File: src/rtl/fetch_pkg.sv
// Shared types and constants for the instruction fetch stage.
package fetch_pkg;

    localparam int unsigned XLEN    = 32;
    localparam int unsigned PC_STEP = 4;

    localparam logic [31:0] NOP_INSTR = 32'h0000_0013;

    // Fetch sequencer states: issue a request, wait for its data, or
    // swallow a response that a redirect made stale.
    typedef enum logic [1:0] {
        S_REQ   = 2'd0,
        S_WAIT  = 2'd1,
        S_DRAIN = 2'd2
    } fetch_state_e;

endpackage

File: src/rtl/inst_fetch.sv
// Instruction fetch stage: PC, single-outstanding imem request, fetch->decode register.
module inst_fetch
    import fetch_pkg::fetch_state_e;
    import fetch_pkg::S_REQ;
    import fetch_pkg::S_WAIT;
    import fetch_pkg::S_DRAIN;
    import fetch_pkg::NOP_INSTR;
    import fetch_pkg::PC_STEP;
#(
    parameter int unsigned     XLEN     = fetch_pkg::XLEN,
    parameter logic [XLEN-1:0] RESET_PC = '0
) (
    input  logic            clock,
    input  logic            reset,

    output logic            imem_req_valid,
    input  logic            imem_req_ready,
    output logic [XLEN-1:0] imem_addr,
    input  logic            imem_rsp_valid,
    input  logic [XLEN-1:0] imem_rsp_data,

    input  logic            redirect_valid,
    input  logic [XLEN-1:0] redirect_pc,

    output logic            fd_valid,
    input  logic            fd_ready,
    output logic [XLEN-1:0] fd_instruction,
    output logic [XLEN-1:0] fd_pc
);

    localparam logic [XLEN-1:0] PC_INIT = {RESET_PC[XLEN-1:2], 2'b00};

    fetch_state_e    state_q, state_d;
    logic [XLEN-1:0] pc_q, pc_d;
    logic            discard_q, discard_d;
    logic            fd_valid_q, fd_valid_d;
    logic [XLEN-1:0] fd_instr_q, fd_instr_d;
    logic [XLEN-1:0] fd_pc_q, fd_pc_d;

    logic [XLEN-1:0] redirect_target;
    logic            req_fire;
    logic            unused_redirect_lsbs;

    // Redirect targets are word aligned; the low bits carry no information.
    assign redirect_target      = {redirect_pc[XLEN-1:2], 2'b00};
    assign unused_redirect_lsbs = ^redirect_pc[1:0];

    // Only issue when the output register can take the response when it lands.
    assign imem_req_valid = (state_q == S_REQ) && !redirect_valid && !reset
                            && (!fd_valid_q || fd_ready);
    assign imem_addr      = pc_q;
    assign req_fire       = imem_req_valid && imem_req_ready;

    assign fd_valid       = fd_valid_q;
    assign fd_instruction = fd_instr_q;
    assign fd_pc          = fd_pc_q;

    // State, PC and output register with synchronous reset.
    always_ff @(posedge clock) begin
        if (reset) begin
            state_q    <= S_REQ;
            pc_q       <= PC_INIT;
            discard_q  <= 1'b0;
            fd_valid_q <= 1'b0;
            fd_instr_q <= XLEN'(NOP_INSTR);
            fd_pc_q    <= '0;
        end else begin
            state_q    <= state_d;
            pc_q       <= pc_d;
            discard_q  <= discard_d;
            fd_valid_q <= fd_valid_d;
            fd_instr_q <= fd_instr_d;
            fd_pc_q    <= fd_pc_d;
        end
    end

    // Next-state: redirect overrides normal sequencing and flushes decode.
    always_comb begin
        state_d    = state_q;
        pc_d       = pc_q;
        discard_d  = discard_q;
        fd_valid_d = fd_valid_q;
        fd_instr_d = fd_instr_q;
        fd_pc_d    = fd_pc_q;

        if (fd_valid_q && fd_ready) begin
            fd_valid_d = 1'b0;
        end

        if (redirect_valid) begin
            pc_d       = redirect_target;
            fd_valid_d = 1'b0;
            unique case (state_q)
                S_WAIT: begin
                    if (imem_rsp_valid) begin
                        state_d = S_REQ;
                    end else begin
                        state_d   = S_DRAIN;
                        discard_d = 1'b1;
                    end
                end
                S_DRAIN: begin
                    // A stale response arriving now retires the outstanding
                    // request, so the new target can be fetched right away.
                    if (imem_rsp_valid) begin
                        state_d   = S_REQ;
                        discard_d = 1'b0;
                    end
                end
                default: begin
                    state_d = S_REQ;
                end
            endcase
        end else begin
            unique case (state_q)
                S_REQ: begin
                    if (req_fire) begin
                        state_d = S_WAIT;
                    end
                end
                S_WAIT: begin
                    if (imem_rsp_valid) begin
                        fd_instr_d = imem_rsp_data;
                        fd_pc_d    = pc_q;
                        fd_valid_d = 1'b1;
                        pc_d       = pc_q + XLEN'(PC_STEP);
                        state_d    = S_REQ;
                    end
                end
                S_DRAIN: begin
                    if (imem_rsp_valid) begin
                        discard_d = 1'b0;
                        state_d   = S_REQ;
                    end
                end
                default: begin
                    state_d = S_REQ;
                end
            endcase
        end
    end

endmodule

File: config.mk
export PLATFORM = sky130hd
export DESIGN_NAME = inst_fetch
export DESIGN_NICKNAME = d
export VERILOG_FILES = /design/src/rtl/fetch_pkg.sv /design/src/rtl/inst_fetch.sv
export SDC_FILE = /design/constraint.sdc
export NUM_CORES = 1
export LEC_CHECK = 0
export CAP_MARGIN = 10
export CORE_ASPECT_RATIO = 0.8
export CORE_MARGIN = 8
export CORE_UTILIZATION = 46
export DETAILED_ROUTE_END_ITERATION = 10
export PLACE_DENSITY_LB_ADDON = 0.3
export REMOVE_ABC_BUFFERS = 1
export SLEW_MARGIN = 25
export SYNTH_ARGS = -nofsm -noshare
export SYNTH_HDL_FRONTEND = slang
export SYNTH_SLANG_ARGS = --single-unit
export TNS_END_PERCENT = 10
File: constraint.sdc
create_clock -name clock -period 5.9 [get_ports clock]
set_input_delay 0.59 -clock clock [delete_from_list [all_inputs] [get_ports clock]]
set_output_delay 0.59 -clock clock [all_outputs]
set_load 0.01 [all_outputs]
== After elaboration in Yosys (flattened, before gate mapping) ==
Index checks and enable logic that the tools add are counted.

* Output and inout bits: 98
* Flip-flop bits (word level): 99

* Multiplexer cells: 12
* Eq/ne operators: 3
* Bitwise logic cells: 1
* Reductions and logical operators: 17
* Add/subtract/negate cells: 1

{| class="wikitable"
|+ Operators with widths
! operator !! count
|-
| $mux W32 || 3
|-
| $add A32 B3 Y32 const B || 1
|-
| $mux W2 || 4
|-
| $pmux W2 S2 || 2
|-
| $logic_and A1 B1 Y1 || 5
|-
| $reduce_and A2 Y1 || 2
|-
| $reduce_bool A2 Y1 || 2
|-
| $reduce_or A2 Y1 || 2
|-
| $logic_not A1 Y1 || 3
|-
| $mux W1 || 3
|-
| $ne A3 B3 Y1 const B || 1
|-
| $reduce_and A3 Y1 || 1
|-
| $eq A2 B1 Y1 const B || 1
|-
| $eq A2 B2 Y1 const B || 1
|-
| $logic_not A2 Y1 || 1
|-
| $logic_or A1 B1 Y1 || 1
|-
| $not A1 Y1 || 1
|}

== Longest topological paths before layout ==
* Depth in word-level cells: 8
* Gate-level depth with buffers: 7
* Gate-level depth less buffers: 6

== Worst setup path before layout ==
No wires, ideal clock.

* Kind: input port to flip-flop
* Start: in imem_rsp_valid
* End: reg pc_q[23], in the netlist imem_addr[23]
* Setup slack: 3.763 ns
* Data arrival time: 2.046 ns
* Cell stages on the path: 5
* Required time: 5.809 ns
* Cells stage by stage: clkbuf_1 > and4_1 > nand3_1 > or4_1 > a311oi_1

* Longest elaborated chain between the ends: 2

{| class="wikitable"
|+ Ends and longest elaborated chain
! what !! RTL line !! source
|-
| start, declared || inst_fetch.sv:19 || <nowiki>input logic imem_rsp_valid,</nowiki>
|-
| $reduce_bool A2 Y1 (no source line) || -- ||
|-
| $reduce_and A2 Y1 (no source line) || -- ||
|-
| end signal, assigned || inst_fetch.sv:69 || <nowiki>pc_q <= pc_d;</nowiki>
|-
| end, declared || inst_fetch.sv:34 || <nowiki>logic [XLEN-1:0] pc_q, pc_d;</nowiki>
|}

No other way between the ends.
A chain may end at the register's enable or synchronous reset.

== Worst setup path after layout ==
* Start: in redirect_valid
* End: out imem_req_valid

* Longest elaborated chain between the ends: 4

{| class="wikitable"
|+ Ends and longest elaborated chain
! what !! RTL line !! source
|-
| start, declared || inst_fetch.sv:22 || <nowiki>input logic redirect_valid,</nowiki>
|-
| $logic_not A1 Y1 || inst_fetch.sv:49 || <nowiki>assign imem_req_valid = (state_q == S_REQ) && !redirect_valid && !reset</nowiki>
|-
| $logic_and A1 B1 Y1 (2 in series) || inst_fetch.sv:49 ||
|-
| $logic_and A1 B1 Y1 || inst_fetch.sv:50 || <nowiki>&& (!fd_valid_q || fd_ready);</nowiki>
|-
| end, declared || inst_fetch.sv:16 || <nowiki>output logic imem_req_valid,</nowiki>
|}

No other way between the ends.

==> impl_metrics.json <==
{
  "status": "completed",
  "placed_cells": 755,
  "numCtsBuffers": 9,
  "grt_max_degree": 88,
  "layout_min_cycle_time_ns": 2.851,
  "fin_tns_setup_ns": 0,
  "cp_max_fo": 14,
  "r2r_setup_slack_ns": 3.40,
  "routedWlPerCell_um": 16.25,
  "yosysSeqAreaShare_pct": 46.40,
  "cts_max_level": 3,
  "drt_first_pass_iters": 4,
  "yosys_most_used_dff": "dfxtp_1",
  "ctsRootBufferMaster": "clkbuf_8",
  "synth_warnings": 0,
  "critPathKind": "in2out",
  "ir_drop_v": 0.0001854,
  "synth_top_area_share_pct": 46.40,
  "place.detailed.hpwl_um": 9187,
  "synth_common_cells": "142 x nand2_1, 95 x dfxtp_1, 62 x a21oi_1",
  "rsz0062_at_grt": "false",
  "rows": 30,
  "leakage_uw": 0.001943,
  "cts_tree": "done",
  "maxCapViolCount": 0,
  "layout.cells.non_filler": 771,
  "setup_viol": 0,
  "postCtsSetupRepairBufs": 0,
  "ys_seq_elements": 95,
  "cts_resized": 0,
  "antenna_found_initial": 0,
  "place_area_mm2": 0.005728,
  "synthMostInstantiatedCell": "nand2_1",
  "ant_nets": 0,
  "synth-edff-count": 0,
  "overflow": 0,
  "layout.nets": 729,
  "cp-end-kind": "output port",
  "grt_util_all_layers_pct": 20.61,
  "fin_worst_skew_ns": 0.008654,
  "drt_iter0_drc": 266,
  "die_w_um": 121.5,
  "placeableCoreArea_mm2": 0.008558,
  "slew_viol_final": 0,
  "clock_sinks": 95,
  "wl_um": 12530,
  "die_y_um": 100.4,
  "port_buffers": 161,
  "dieArea_mm2": 0.01221,
  "fillerInstances": 696,
  "grt_pass1_wl_um": 20330,
  "antenna_cells": 0,
  "start_kind": "primary input",
  "cp.required_ns": 5.31,
  "cp.arrival_ns": 2.26,
  "num_io_pins": 168,
  "clk-insertion-delay-late_ns": 0.37,
  "drive_gt1_share_pct": 4.401,
  "synthArstFlopShare_pct": 0,
  "fmax_mhz": 350.7,
  "area_delta_synth_final_pct": 44.23,
  "hold_viol": 0,
  "grt_pass1_vias": 4035,
  "clkTransAtPathRegs_ns": 0.09,
  "hp-class": "reg2reg",
  "synthCells": 515,
  "synth_area_leader_cell": "dfxtp_1",
  "synth.avg_cell_area_um2": 7.959,
  "place_congestion": 0.7453,
  "min_period_over_period_pct": 48.32,
  "maxSlewHeadroom_pct": 38.92,
  "fin_ws_ns": 3.049,
  "num_vias": 4135,
  "cts_hold_buf": 0,
  "clk_path_buf_depth": 2,
  "drc_errors": 0,
  "dpl_worst_slack_ns": 2.674,
  "p_per_area_mw_per_mm2": 212.1,
  "yosys-top-cells-area": "dfxtp_1 46%, nand2_1 13%, a21oi_1 7.6%, clkbuf_1 3.0%, a311oi_1 2.4%",
  "ys_types": 47,
  "postLayoutCellArea_mm2": 0.005912,
  "via_per_inst": 5.363,
  "worstMarginPinSlew_ns": 0.9162,
  "netlist_area_mm2": 0.004099,
  "start_util_pct": 47.89
}
placed cells by master (no fill, tap or decap), types with 3 or more instances in the layout:
cell type	netlist	final
and3_1	3	3
clkbuf_8	0	11
buf_4	4	4
clkdlybuf4s50_1	0	160
clkinvlp_4	0	3
nor4_1	7	7
or4_1	7	7
xnor2_1	7	7
o41ai_1	3	3
a21oi_1	62	62
o21ai_0	9	9
xor2_1	6	6
inv_1	9	9
a311oi_1	11	11
a211oi_1	11	11
conb_1	1	4
o31ai_1	5	5
nor2_1	24	23
dfxtp_1	95	95
nand4_1	13	13
nand2_1	142	142
or3_1	5	5
nand3_1	16	16
ha_1	5	5
and4_1	3	3
cell families (layout without fill, tap and decap cells):
family                   after synthesis  after routing  share of synthesized area [%]
flip-flops                            95             95                          46.40
adder cells (fa/ha/maj)                5              5                          1.526
AND/OR/NAND/NOR                      232            232                          25.76
XOR/XNOR                              13             13                          2.778
buffers and inverters                 49            190                          4.884
AO/OA/AOI/OAI                        120            120                          18.56
other                                  1              4                        0.09149
flip-flops by register name, indices dropped and copies added, names as in the netlist:
signal,cells
fd_valid,1
fd_pc,30
fd_instruction,32
state_q,2
imem_addr,30
final cells by class:
type | instances | area [um2] | area share (%)
well taps | 112 | 140.1 | 2.370
clock inverters | 5 | 32.53 | 0.5503
clock buffers | 11 | 151.4 | 2.561
repair buffers | 165 | 1637 | 27.68
multi-input cells | 374 | 2016 | 34.10
inverters | 9 | 33.78 | 0.5714
flip-flops and latches | 95 | 1902 | 32.17
power by group:
part           internal, uW  leakage [uW]  switching [uW]
Sequential              660      0.000774            27.8
Combinational          93.9       0.00108            68.6
Clock                   175     0.0000873             229
per-stage QoR:
step                      utilization [%]  hold WS (ns)  total power [uW]
after global routing                69.08        0.4751              1305
after CTS                           69.08        0.4586              1264
after floorplan                         -        0.4587             752.6
after detailed placement            66.93        0.4457             865.3
after global placement              66.93        0.4403             861.0
final                               69.08        0.4562              1254
routing by layer:
layer	vias up	wire length (um)	track usage [%]
met1	1912	5110	23.22
met4	0	248	7.569
met5	-	0	0
met3	24	1160	8.530
li1	2066	-	-
met2	133	6005	34.16
critical path, stage by stage:
cell             delay [ns]
clkdlybuf4s50_1        0.68
nor2_1                 0.24
and3_1                 0.21
clkdlybuf4s50_1        0.55
worst paths after layout:
kind | cells past startpoint | from | to
setup / recovery | 4 | redirect_valid | imem_req_valid
hold reg to reg | 2 | fd_instruction[12] | fd_instruction[12]
hold / removal | 2 | fd_instruction[12] | fd_instruction[12]
setup reg to reg | 6 | state_q[1] | imem_addr[30]
Note: power is estimated with default switching activity, not from simulation.
